--- src/rtl/dut_dff.sv ---
// 4-bit capture register with synchronous active-low clear and side-band status.
// Optional saturating change counter upd_cnt is built when DUT_DFF_UPDCNT_EN is defined.
module dut_dff #(
  parameter int                WIDTH     = 4,
  parameter logic [WIDTH-1:0]  RESET_VAL = '0
) (
  input  logic             clk,
  input  logic             rst,
  input  logic [WIDTH-1:0] D,
  output logic [WIDTH-1:0] Q,
  output logic             q_valid,
  output logic             q_changed,
  output logic             q_parity
`ifdef DUT_DFF_UPDCNT_EN
  ,
  output logic [7:0]       upd_cnt
`endif
);

  logic [WIDTH-1:0] q_q, q_d;
  logic             valid_q, valid_d;
  logic             changed_q, changed_d;
  logic             differs;

  assign differs = (D != q_q);

  // NOTE: every always_comb output gets a default first so no latch is inferred.
  always_comb begin
    q_d       = D;
    valid_d   = 1'b1;
    changed_d = differs;
    if (!rst) begin
      q_d       = RESET_VAL;
      valid_d   = 1'b0;
      changed_d = 1'b0;
    end
  end

  // NOTE: sequential state uses non-blocking assignments; reset is sampled on the edge.
  always_ff @(posedge clk) begin
    q_q       <= q_d;
    valid_q   <= valid_d;
    changed_q <= changed_d;
  end

  assign Q         = q_q;
  assign q_valid   = valid_q;
  assign q_changed = changed_q;
  assign q_parity  = ^q_q;

`ifdef DUT_DFF_UPDCNT_EN
  logic [7:0] cnt_q, cnt_d;

  // Counts edges that actually change Q, sticking at 255.
  always_comb begin
    cnt_d = cnt_q;
    if (!rst) begin
      cnt_d = 8'h00;
    end else if (differs && (cnt_q != 8'hFF)) begin
      cnt_d = cnt_q + 8'd1;
    end
  end

  always_ff @(posedge clk) begin
    cnt_q <= cnt_d;
  end

  assign upd_cnt = cnt_q;
`endif

endmodule

--- config.mk ---
export PLATFORM = sky130hd
export DESIGN_NAME = dut_dff
export DESIGN_NICKNAME = d
export VERILOG_FILES = /design/src/rtl/dut_dff.sv
export SDC_FILE = /design/constraint.sdc
export NUM_CORES = 1
export LEC_CHECK = 0
export ABC_AREA = 1
export BUFFER_PORTS_ARGS = -buffer_cell sky130_fd_sc_hd__buf_2
export CAP_MARGIN = 0
export CELL_PAD_IN_SITES_DETAIL_PLACEMENT = 0
export CELL_PAD_IN_SITES_GLOBAL_PLACEMENT = 2
export CORE_AREA = 2 2 39 41
export CTS_BUF_LIST = sky130_fd_sc_hd__clkbuf_4
export DETAILED_ROUTE_END_ITERATION = 7
export DIE_AREA = 0 0 41 43
export GPL_ROUTABILITY_DRIVEN = 0
export PLACE_DENSITY_LB_ADDON = 0.1
export SYNTH_ARGS = -nofsm -noshare
export SYNTH_HDL_FRONTEND = slang
export SYNTH_SLANG_ARGS = --single-unit
--- constraint.sdc ---
create_clock -name clk -period 0.8 [get_ports clk]
set_input_delay 0.08 -clock clk [delete_from_list [all_inputs] [get_ports clk]]
set_output_delay 0.08 -clock clk [all_outputs]
set_load 0.05 [all_outputs]
==> results.md <==
- Num ports: 13
- Dominant synthesized flop cell: dfxtp_1
- DP Cell Count: between 70 and 80
- Area growth syn-to-layout: 110%
- Initial Utilization: roughly a fifth
- CTS root buffer: clkbuf_4
- Setup Skew: about 0.0038 ns
- Post-DRT Antenna Nets: 0
- Post-synth net total: 47
- Initial antenna violation count: 0
- Run status: finished with violations
- Power Density: ~1800 mW/mm^2
- Top-count cell post-synth: nand2_1
- Cell Area, Placed: 438 sq um
- Post-synthesis mux area share: 0%
- Post-synth EDFFs: 0
- Slew HR: 87.4%
- Critical path capture point type: output port
- Async SR Flop Fraction: 0%
- Critical Path RT: between 0.7 and 0.8 ns
- M1 wire length: between 200 and 250 microns
- PortBufs: 12
- Adder-cell area share of the yosys netlist: 0%
- Met3 WL: around 46 microns
- Shortest period the worst path allows: between 1 and 1.5 ns
- Clk sinks: 6
- Most instantiated cells after synthesis: nand2_1, inv_1, dfxtp_1
- Vias in the first global route: 275
- Share of layout cells above drive strength 1: 48.4%
- Register bit count reported by yosys: 6
- Worst-Skew Late Latency: ~0.25 ns
- Hold crit path type: input port to register
- YS warnings: 0
- MaxCap Viol Count: 0
- Total track usage: about a tenth
- Biggest area consumer among synthesized cells: dfxtp_1
- Vias: 293
- Setup slack after layout: -0.408 ns
- Top layer in use: met4
- CTS Buf Count: 3
- Slew Limit Fails: 0
- Initial DRC count: 6
- TritonCTS clock tree: built
- Setup violations, final: 6
- Slowest stage cell, crit path: dfxtp_4
- DRC violations left: 0
- Setup TNS: -1.35 ns
- TritonRoute pass-1 iters: 4
- Maximum fanout along the worst path: 2
- Met2 wire length: roughly 260 microns
- Routed len/inst: ~7.3 microns
- Die X: 41 microns
- HPWL Detailed: ~440 microns
- Violated checks: setup timing
- Max Root-Sink Buffers: 2
- Fin cells: 78
- First-pass GRT wire length: between 1 and 1.5 mm
- Hold_buf cts: 0
- Max frequency: 0.828 GHz
- Max incr delay on CP: between 0.3 and 0.4 ns
- RSZ-0062 raised after global routing: true
- Critical path type: register to output port
- Sequential area share after synthesis: 44.9%
- Worst slew pin tran: between 0.15 and 0.2 ns
- Vias/cell: 3.76
- Final hold violation count: 0
- Die height: 43 microns
- Core area: ~0.0014 sq mm
- Total Power: 0.00101 W
- Routed WL: roughly 570 microns
- Largest family of logic cells by synthesized area: simple AND/OR/NAND/NOR gates
- Die area: approximately 0.0018 sq mm
- Simple-gate share of the synthesized area: between 20% and 30%
- Netlist cell types: 7
- Clock-pin slew on the worst setup and hold paths: approximately 0.050 ns
- Mapped Cells: between 40 and 50
- Min Hold Slack: about 0.023 ns
- XOR/XNOR share of the synthesized area: 9.81%
- Final design area excluding fillers: roughly 560 sq um
- Gr ovfl total: 0
- Diodes inserted: 0
- # H-tree levels: 1
- Largest net degree at the start of global routing: 7
- Fill cells: approximately 150
- Top cells by area, synth: dfxtp_1, nand2_1, inv_1, xnor2_1, xor2_1
- Maximum VDD drop: around 0.00073 V
- Row count: 14
- Period Utilization, post-route: 151%
- Synthesized area: 268 sq um
- Worst EP arrival: around 1.1 ns
- Cell Chain, Critical Path: xnor2_4, xnor2_4, buf_6
- Nets@finish: between 60 and 70
- Leakage Power: 0.311 nW
- Compound-Gate Fraction of Synth Area: ~1.9%
- Startpoint Class: register
- CP dominant cell by count: xnor2_4
- Avg Inst Size Synth: about 6.5 sq um
- Yosys top cell area share: between 40 and 50%
==> critical path, delay by kind of cell (launching register included) <==
kind	cells	cell delay (ns)
xor gates and xnor gates	2	0.35
buffers and inverters	1	0.17
DFF	1	0.36
==> layer usage <==
metal	global-route usage (%)	vias to the layer above
li1	-	153
met1	11.7	128
met4	12.0	0
met3	4.19	3
met2	10.3	9
met5	0	-
==> placed cells by master (no fill, tap or decap), drive strengths merged <==
cell type and count:
nand2 16, dfxtp 6, nor2 2, xor2 1, clkbuf 4, buf 17
a21oi 1, xnor2 2, inv 13
==> sequential cells by signal (all words and copies together) (netlist names) <==
| name | count |
|---|---|
| q_valid | 1 |
| Q | 4 |
| q_changed | 1 |
==> cells by family after synthesis <==
kind of cell | count (synthesis)
flops | 6
buf+inv | 13
compound gates | 1
xor+xnor | 3
simple gates | 18
==> what timing repair did <==
action | 4_1_cts | 5_1_grt
setup endpoints to repair | 8 | 8
pin swaps | 4 | 1
hold endpoints to repair | 0 | 0
gates resized for setup | 21 | 4
setup buffers | 1 | 0
cloned | 0 | 0
==> final cells by class <==
class / instances / area [sq um] / area share (%)
clock buffer: 4 / 30.0 / 5.33
inverter: 13 / 48.8 / 8.67
multi-input combinational: 22 / 155 / 27.6
sequential: 6 / 138 / 24.4
tap: 16 / 20.0 / 3.56
timing repair buffer: 17 / 171 / 30.4
==> path summary, 6_finish.rpt <==
kind	to	slack, ns	start	cells past startpoint
max	q_parity	-0.41	Q[2]	3
min	q_valid	0.02	rst	1
max reg2reg	q_changed	-0.18	Q[1]	6
min reg2reg	q_changed	0.77	Q[3]	5
==> power by group <==
| group | switching, W | internal, W | total [W] | leakage, nW |
|---|---|---|---|---|
| combinational | 0.000172 | 0.000150 | 0.000322 | 0.240 |
| clock | 0.000132 | 0.000224 | 0.000356 | 0.0184 |
| sequential | 0.0000209 | 0.000313 | 0.000334 | 0.0526 |
==> per-stage QoR <==
stage	setup slack (ns)	util, %
5_1_grt	-0.461	40.7
2_1_floorplan	-0.271	-
3_5_place_dp	-0.269	31.6
3_3_place_gp	-0.265	31.6
6_report	-0.408	40.7
4_1_cts	-0.415	39.6
(Power assumes the default switching activity.)
